## src/rtl/amstrad_video_pkg.sv

```systemverilog
// Shared types and limits for the Amstrad video fetch path.
package amstrad_video_pkg;

  localparam int unsigned WORD_BYTES_MAX  = 8;
  localparam int unsigned DELAY_MAX_LIMIT = 7;
  localparam int unsigned BYTE_W          = 8;

  typedef logic [BYTE_W-1:0] byte_t;

endpackage

```

## src/rtl/vram_byte_delay.sv

```systemverilog
// Programmable byte delay line: DELAY_MAX-deep history shifted on each sample,
// with a clamped tap select (tap 0 = undelayed input byte).
module vram_byte_delay
  import amstrad_video_pkg::*;
#(
  parameter int unsigned DELAY_MAX = 2,
  parameter int unsigned DW_SEL    = 3
) (
  input  logic              clk,
  input  logic              reset,
  input  logic              shift_en,
  input  logic              mask,
  input  byte_t             din,
  input  logic [DW_SEL-1:0] delay_sel,
  output byte_t             tap_c
);

  localparam logic [DW_SEL-1:0] DSEL_MAX = DW_SEL'(DELAY_MAX);

  byte_t             hist_q [DELAY_MAX];
  byte_t             hist_d [DELAY_MAX];
  logic [DW_SEL-1:0] dly_c;

  always_comb begin
    dly_c = (delay_sel > DSEL_MAX) ? DSEL_MAX : delay_sel;
  end

  // Tap reads the history as it stood before this sample's shift.
  always_comb begin
    tap_c = din;
    for (int unsigned k = 0; k < DELAY_MAX; k++) begin
      if (dly_c == DW_SEL'(k + 1)) tap_c = hist_q[k];
    end
  end

  always_comb begin
    hist_d = hist_q;
    if (shift_en) begin
      hist_d[0] = mask ? '0 : din;
      for (int unsigned k = 1; k < DELAY_MAX; k++) begin
        hist_d[k] = hist_q[k-1];
      end
    end
  end

  always_ff @(posedge clk) begin
    if (reset) begin
      for (int unsigned k = 0; k < DELAY_MAX; k++) hist_q[k] <= '0;
    end else begin
      hist_q <= hist_d;
    end
  end

endmodule

```

## src/rtl/vram_byte_sequencer.sv

```systemverilog
// Splits a wide VRAM word into a CAS-paced byte stream for the gate array.
// Optional VRAM_SEQ_STATS_EN adds fetch_cnt / ovr_cnt statistics outputs.
module vram_byte_sequencer
  import amstrad_video_pkg::*;
#(
  parameter int unsigned WORD_BYTES = 2,
  parameter int unsigned DELAY_MAX  = 2,
  parameter int unsigned DW_SEL     = 3
) (
  input  logic                    clk,
  input  logic                    reset,
  input  logic                    cpu_n,
  input  logic                    ras_n,
  input  logic                    cas_n,
  input  logic                    de,
  input  logic                    mask_en,
  input  logic [DW_SEL-1:0]       delay_sel,
  input  logic [8*WORD_BYTES-1:0] vram_din,
  output logic [7:0]              vram_d,
  output logic                    byte_stb,
  output logic [2:0]              byte_idx,
  output logic                    overrun
`ifdef VRAM_SEQ_STATS_EN
  ,
  output logic [15:0]             fetch_cnt,
  output logic [7:0]              ovr_cnt
`endif
);

  localparam int unsigned IDX_W    = 3;
  localparam logic [IDX_W-1:0] IDX_LAST = IDX_W'(WORD_BYTES - 1);

  logic             cas_n_old_q;
  byte_t            vram_d_q, vram_d_d;
  logic             byte_stb_q, byte_stb_d;
  logic [IDX_W-1:0] idx_q, idx_d;
  logic             overrun_q, overrun_d;

  logic  sample_c;
  logic  advance_c;
  byte_t byte_c;
  byte_t tap_c;

  // CAS falling edge samples a byte, CAS rising edge advances the index.
  always_comb begin
    sample_c  = ~ras_n & ~cas_n &  cas_n_old_q & cpu_n;
    advance_c = ~ras_n &  cas_n & ~cas_n_old_q & cpu_n;
  end

  always_comb begin
    byte_c = '0;
    for (int unsigned i = 0; i < WORD_BYTES; i++) begin
      if (idx_q == IDX_W'(i)) byte_c = vram_din[8*i +: 8];
    end
  end

  vram_byte_delay #(
    .DELAY_MAX (DELAY_MAX),
    .DW_SEL    (DW_SEL)
  ) u_delay (
    .clk       (clk),
    .reset     (reset),
    .shift_en  (sample_c),
    .mask      (mask_en & ~de),
    .din       (byte_c),
    .delay_sel (delay_sel),
    .tap_c     (tap_c)
  );

  // Index saturates on the last byte; extra advances flag an overrun.
  always_comb begin
    idx_d      = idx_q;
    overrun_d  = 1'b0;
    byte_stb_d = sample_c;
    vram_d_d   = vram_d_q;
    if (!cpu_n) begin
      idx_d = '0;
    end else if (advance_c) begin
      if (idx_q < IDX_LAST) idx_d = idx_q + IDX_W'(1);
      else                  overrun_d = 1'b1;
    end
    if (sample_c) vram_d_d = tap_c;
  end

  always_ff @(posedge clk) begin
    if (reset) begin
      cas_n_old_q <= 1'b1;
      vram_d_q    <= '0;
      byte_stb_q  <= 1'b0;
      idx_q       <= '0;
      overrun_q   <= 1'b0;
    end else begin
      cas_n_old_q <= cas_n;
      vram_d_q    <= vram_d_d;
      byte_stb_q  <= byte_stb_d;
      idx_q       <= idx_d;
      overrun_q   <= overrun_d;
    end
  end

  assign vram_d   = vram_d_q;
  assign byte_stb = byte_stb_q;
  assign byte_idx = idx_q;
  assign overrun  = overrun_q;

`ifdef VRAM_SEQ_STATS_EN
  logic [15:0] fetch_cnt_q, fetch_cnt_d;
  logic [7:0]  ovr_cnt_q, ovr_cnt_d;

  // Fetch count wraps; overrun count sticks at its maximum.
  always_comb begin
    fetch_cnt_d = fetch_cnt_q;
    ovr_cnt_d   = ovr_cnt_q;
    if (sample_c) fetch_cnt_d = fetch_cnt_q + 16'd1;
    if (overrun_d && (ovr_cnt_q != 8'hFF)) ovr_cnt_d = ovr_cnt_q + 8'd1;
  end

  always_ff @(posedge clk) begin
    if (reset) begin
      fetch_cnt_q <= '0;
      ovr_cnt_q   <= '0;
    end else begin
      fetch_cnt_q <= fetch_cnt_d;
      ovr_cnt_q   <= ovr_cnt_d;
    end
  end

  assign fetch_cnt = fetch_cnt_q;
  assign ovr_cnt   = ovr_cnt_q;
`endif

endmodule

```

## config.mk

```make
export PLATFORM = sky130hd
export DESIGN_NAME = vram_byte_sequencer
export DESIGN_NICKNAME = d
export VERILOG_FILES = /design/src/rtl/amstrad_video_pkg.sv /design/src/rtl/vram_byte_delay.sv /design/src/rtl/vram_byte_sequencer.sv
export SDC_FILE = /design/constraint.sdc
export NUM_CORES = 1
export LEC_CHECK = 0
export CAP_MARGIN = 25
export CELL_PAD_IN_SITES_DETAIL_PLACEMENT = 2
export CELL_PAD_IN_SITES_GLOBAL_PLACEMENT = 2
export CORE_UTILIZATION = 31
export DETAILED_ROUTE_END_ITERATION = 8
export GPL_ROUTABILITY_DRIVEN = 0
export PLACE_DENSITY = 0.89
export SLEW_MARGIN = 30
export SYNTH_ARGS = -nofsm -noshare
export SYNTH_HDL_FRONTEND = slang
export SYNTH_SLANG_ARGS = --single-unit
export TNS_END_PERCENT = 5
```

## constraint.sdc

```tcl
create_clock -name clk -period 2.45 [get_ports clk]
set_input_delay 0.6125 -clock clk [delete_from_list [all_inputs] [get_ports clk]]
set_output_delay 0.6125 -clock clk [all_outputs]
set_load 0.03 [all_outputs]
```

==> results by group, run 1 <==
Cells and area
  – Layout cell share with drive strength beyond 1: 13.94%
  – Antenna diodes: 0
  – Fill count: 535
  – Area Overhead vs Synth: 35.22%
  – Final net count: 236

Setup path
  – CP cell instances: clkdlybuf4s50_1
  – Type of the worst setup path: register to output pin
  – Worst Path Required: 1840 ps
  – Worst Setup SP: byte_idx[0]
  – R2r setup slk: 520 ps
  – Reg-to-reg startpoint: byte_idx[1]
  – Worst path top cell family by delay: buffers and inverters
  – Crit Path Max Fanout: 6
  – Nature of the critical path endpoint: output pin
  – CP max stage delay: 720 ps
  – CP Launch Type: register
  – Reg2Reg Depth: 5
  – Worst path arrival time: 1450 ps
  – R2R Path End: vram_d[5]
  – CP max-delay cell: clkdlybuf4s50_1
  – CP bufs+invs: 1

Floorplanning
  – Starting Density: 32.50%
  – Die Width: 72.60 um
  – Row count: 25
  – Core area: 4755 um^2
  – IO Pins: 39
  – Die area: 5271 um^2
  – Die Y: 72.60 um

Power
  – Flop pwr share: 47.0%
  – PD cells: 514.7 nW/um^2
  – Sw frac: 25.14%
  – Internal power: 0.8050 mW
  – Clock network power share: 38.5%
  – LEAKAGE: 0.7263 nW
  – Psw: 0.2704 mW
  – Combinational Power Share: 14.6%
  – Max VDD drop: 0.2598 mV
  – Tot Pwr: 1.075 mW

Synthesis
  – Post-synth top area cell: dfxtp_1
  – Yosys reg bits: 30
  – Synthesis warning total: 0
  – Syn Nets: 200
  – Area fraction of the dominant cell type after synthesis: 38.87%
  – Post-synthesis instance area: 1545 um^2
  – Syn Area/Cell: 9.036 um^2
  – Post-Synthesis Cells: 171
  – Synth cell types: 29
  – Sequential-to-total area share from yosys stat: 38.87%
  – Largest cells by area after synthesis: dfxtp_1 (39%), a21oi_1 (8.1%), nand2_1 (5.8%)

CTS
  – Clock latency on the worst-skew pair: 280 ps
  – CTS H-tree lvls: 2
  – Post-CTS resize count: 0
  – CTS sink cnt: 30
  – Postcts setup bufs: 0
  – CTS Buf Count: 5
  – Clk slew on worst S/H paths: 70 ps
  – CTS tree: built
  – Clk buf depth: 2
  – Clock Tree Root: clkbuf_8
  – Cts hold-fix bufs: 0

Timing
  – Final period util: 83.98%
  – Slew HR: 65.79%
  – Hold Fails Final Rpt: 0
  – Worst-Margin Slew: 511.6 ps
  – Fin Clk Skew: 4.129 ps
  – Setup TNS: 0 ps
  – Crit path time final: 2058 ps
  – Final setup viols: 0
  – Maximum clock rate: 486.0 MHz
  – Final Max Slew Viols: 0
  – RSZ-0062 raised after global routing: no

Route
  – Met1 WL: 2125 um
  – Initial drt markers: 35
  – Wire length on met2: 2276 um
  – Vias per inst: 5.153
  – Post-Route WL: 4610 um
  – Met3 WL: 146 um
  – DR pass1 iterations: 4
  – Antenna Violating Nets Remaining: 0
  – Max layer used: met4
  – DR WL/cell: 16.76 um
  – Drc violations: 0
  – Via Count: 1417

Global routing
  – Vias in the first global route: 1587
  – Largest net degree at the start of global routing: 26
  – Total global routing track utilization: 19.17%
  – Initial antenna violation count: 0
  – Overflow after GRT: 0
  – Global-route wire length before repair: 7624 um

Placement
  – I/O Buffers: 38
  – DP Wirelength: 3148 um

Status
  – Status: complete, no violations

Hold path
  – Worst Hold Class: register to register
  – Worst hold endpoint: u_delay.hist_q[6]
  – Hold Path Cell Cnt: 2
  – Hold Crit Start: u_delay.hist_q[6]

Job
  – # Max-Cap Violations: 0
-- per-stage QoR --
stage                     worst slack, ps  instance area, um^2  hold slack (ps)  std cells  util (%)
final                               392.4                 2090            461.3        275     43.95
after global routing                332.5                 2090            486.1        275     43.95
after global placement              439.6                 1998            442.8        267     42.03
after floorplan                     694.5                 1545            436.7        171         -
after CTS                           374.0                 2090            462.6        275     43.95
after detailed placement            326.8                 1998            453.4        267     42.03
-- cell type report --
type | count | area [um^2] | area share, %
Multi-Input combinational cell | 124 | 859.6 | 41.14
Sequential cell | 30 | 600.6 | 28.74
Clock buffer | 7 | 86.33 | 4.132
Tap cell | 67 | 83.83 | 4.012
Timing Repair Buffer | 43 | 442.9 | 21.20
Inverter | 3 | 11.26 | 0.5389
Clock inverter | 1 | 5.005 | 0.2395
-- worst reg2reg max path: cells and delay by family, from the launching register on --
kind	cells	cell delay [ps]
fa+ha+maj	1	510
compound gates	2	480
simple gates	1	320
buf+inv	1	160
flops	1	340
-- cells by family after synthesis --
| family | count (synthesis) | synth area share, % |
|---|---|---|
| AO/OA/AOI/OAI | 52 | 24.62 |
| AND/OR/NAND/NOR | 69 | 27.61 |
| flip-flops | 30 | 38.87 |
| adder cells (fa/ha/maj) | 3 | 2.429 |
| buffers and inverters | 17 | 6.477 |
-- cells in the final DEF, fill, tap and decap left out, drive strengths merged, types with 2 or more instances in the layout --
| cell type | n |
|---|---|
| and4bb | 9 |
| and3b | 8 |
| ha | 3 |
| inv | 3 |
| nand2b | 10 |
| o211ai | 8 |
| buf | 5 |
| clkbuf | 7 |
| nand2 | 24 |
| dfxtp | 30 |
| or2 | 2 |
| clkdlybuf4s50 | 38 |
| nor2 | 13 |
| a211oi | 8 |
| a21oi | 25 |
| o311ai | 8 |
-- worst max-delay path by stage --
stage / to / slack, ps / cells after the start
6_report: byte_idx[0] / 390 / 1
5_1_grt: vram_d[5] / 330 / 5
4_1_cts: byte_idx[0] / 370 / 1
3_5_place_dp: u_delay.hist_q[8] / 330 / 5
3_3_place_gp: vram_d[5] / 440 / 4
2_1_floorplan: vram_d[6] / 690 / 6
-- power by group through the flow --
stage / combinational, mW / sequential (mW) / clock (mW)
2_1_floorplan: 0.0664 / 0.527 / 0
3_3_place_gp: 0.153 / 0.516 / 0
3_5_place_dp: 0.157 / 0.516 / 0
4_1_cts: 0.158 / 0.505 / 0.424
5_1_grt: 0.169 / 0.506 / 0.443
6_report: 0.157 / 0.505 / 0.414
-- flip-flops by register name, summed over array words and instances, names as in the netlist --
register	flops
cas_n_old_q	1
byte_idx	3
byte_stb	1
overrun	1
u_delay.hist_q	16
vram_d	8
-- Yosys cell counts --
master,n
buf_1,1
nand2b_1,10
nor2_2,1
buf_2,5
nor2_1,12
o31ai_1,1
clkbuf_1,3
buf_4,2
nand4bb_1,1
o211ai_1,8
nor4bb_1,1
a21oi_1,25
nand4_1,1
and4bb_2,7
and4bb_1,2
o311ai_1,5
ha_1,3
inv_1,3
or2_2,1
a41oi_1,1
buf_6,3
a211oi_2,4
a31oi_1,1
nand2_1,24
or2_1,1
a211oi_1,4
dfxtp_1,30
o311ai_2,3
and3b_1,8
-- metal layers --
metal,global-route usage [%],vias up
li1,-,695
met1,23.12,677
met2,34.27,37
met3,3.453,8
met4,6.318,0
met5,0,-
No activity file was read; power rests on OpenSTA's default activity.
==> run 2: changes to the inputs <==
CORE_UTILIZATION = 26   (was 31)
PLACE_DENSITY = 0.8   (was 0.89)
clock period = 1.7 ns   (was 2.45 ns; I/O delays follow)
==> run 2 against run 1 <==
Clock skew about the same. Clock-buffer cell count is the same. Largest cell class unchanged. Sequential power up 44%. Largest power group unchanged. Worst setup slack worse by 320 ps. Clock power increased by 46%. Die area is 19% higher. Sequential cell count unchanged. Core utilization shrank 4.4 points. Via count increased by 2.5%. Critical endpoint unchanged. Non-clock buffer count grew 13. Register-to-register slack worse by 420 ps.
==> results by group, run 2 (synthesis gave the netlist of run 1 again) <==
Status
  – Status: complete, no violations

Cells and area
  – Final net count: 249
  – Layout cell share with drive strength beyond 1: 20.81%
  – Antenna diodes: 0
  – Most frequent cells in the layout: dfxtp_1 (29), a21oi_1 (25), clkdlybuf4s50_1 (25)
  – Area Overhead vs Synth: 43.40%
  – Finished Core Util: 39.51%
  – Layout Cells excl Fill: 293
  – Final Cell Area: 2216 um^2
  – Most common cell after layout, fill and taps aside: dfxtp_1
  – Largest Register: u_delay.hist_q
  – Max FFs per register: 16

Global routing
  – Total global routing track utilization: 17.17%
  – Global-route wire length before repair: 8114 um
  – Vias in the first global route: 1601
  – Initial antenna violation count: 0
  – Largest net degree at the start of global routing: 25
  – Overflow after GRT: 0

Timing
  – Final period util: 95.99%
  – Slew HR: 74.32%
  – RSZ-0062 raised after global routing: yes
  – Final WS setup: 68.09 ps
  – Maximum clock rate: 612.8 MHz
  – Final setup viols: 0
  – Worst-Margin Slew: 385.2 ps
  – Crit path time final: 1632 ps
  – Fin Clk Skew: 4.460 ps
  – Hold Fails Final Rpt: 0
  – Final Max Slew Viols: 0

Power
  – LEAKAGE: 0.8651 nW
  – Max VDD drop: 0.3194 mV
  – PD cells: 707.9 nW/um^2

Placement
  – I/O Buffers: 38
  – Placed cell area: 2126 um^2
  – Setup WS pre-CTS: -181.6 ps
  – DP Wirelength: 3524 um
  – Post-Place Cells: 285

Route
  – Via Count: 1453
  – Initial drt markers: 18
  – Drc violations: 0
  – DR pass1 iterations: 4
  – Post-Route WL: 4659 um
  – DR WL/cell: 15.90 um
  – Antenna Violating Nets Remaining: 0
  – Vias per inst: 4.959

Hold path
  – Worst hold endpoint: u_delay.hist_q[4]
  – Hold Path Cell Cnt: 2
  – Worst Hold Class: register to register
  – Hold Crit Start: u_delay.hist_q[4]

Floorplanning
  – IO Pins: 39
  – Die Y: 79.09 um
  – Die area: 6255 um^2
  – Core area: 5608 um^2
  – Row count: 27
  – Starting Density: 27.55%
  – Die Width: 79.09 um

CTS
  – Postcts setup bufs: 0
  – CTS tree: built
  – Clk slew on worst S/H paths: 60 ps
  – Cts hold-fix bufs: 0
  – Clock latency on the worst-skew pair: 280 ps
  – CTS Buf Count: 5
  – CTS H-tree lvls: 2
  – Clock Tree Root: clkbuf_8
  – Clk buf depth: 2
  – CTS sink cnt: 30

Job
  – # Max-Cap Violations: 0

Setup path
  – R2R Path End: vram_d[7]
  – Crit Path Max Fanout: 4
  – Type of the worst setup path: register to output pin
  – Reg-to-reg startpoint: byte_idx[1]
  – Worst path arrival time: 1210 ps
  – Worst Path Required: 1270 ps
  – R2r setup slk: 100 ps
  – Reg2Reg Depth: 6
  – CP Launch Type: register
  – Nature of the critical path endpoint: output pin
-- run 2: cell count changes in the layout (fill, tap and decap cells not counted), moves of 2 or more --
cell,delta
clkdlybuf4s50_1,-13
buf_4,+12
dlygate4sd2_1,+11
buf_12,+2
-- run 2: area by class of cell --
class	count	area, um^2
clock buffers	7	86.33
clock inverters	1	5.005
fillers	639	3392
inverters	3	11.26
multi-input cells	124	869.6
flip-flops and latches	30	601.8
well taps	72	90.09
repair buffers	56	551.8
-- run 2: how the worst max path moves through the flow --
stage | to | cells past startpoint | start
floorplan | vram_d[5] | 5 | byte_idx[0]
global placement | vram_d[1] | 5 | ras_n
detailed placement | vram_d[0] | 5 | ras_n
CTS | byte_stb | 1 | byte_stb
global route | vram_d[0] | 5 | byte_idx[1]
finish | byte_idx[0] | 2 | byte_idx[0]
-- run 2: critical path, cell delays in order, from the launching register on --
cell           delay, ps
dfxtp_1              380
buf_4                150
dlygate4sd2_1        400
-- run 2: repair_timing --
action,in CTS,in global routing
endpoints found under the hold margin,0,0
pin swaps,0,0
resized for setup,12,2
setup endpoints to repair,13,6
-- run 2: per-stage QoR --
stage / hold slack (ps) / power, mW / setup TNS (ps)
CTS: 474.5 / 1.597 / 0
floorplan: 436.7 / 0.8557 / -0.7607
global placement: 444.5 / 0.9801 / -1402
global route: 496.8 / 1.651 / -92.17
detailed placement: 464.8 / 0.9855 / -2684
finish: 468.0 / 1.569 / 0
-- run 2: routing by layer --
metal,GRT usage (%),part of all wire (%),vias up
li1,-,-,720
met1,21.89,47,700
met2,28.36,48,26
met3,3.448,2.9,7
met4,6.545,1.7,0
met5,0,0,-
-- run 2: report_power, final --
part | switching (mW) | internal (mW)
sequential | 0.00904 | 0.719
clock | 0.280 | 0.326
combinational | 0.113 | 0.122
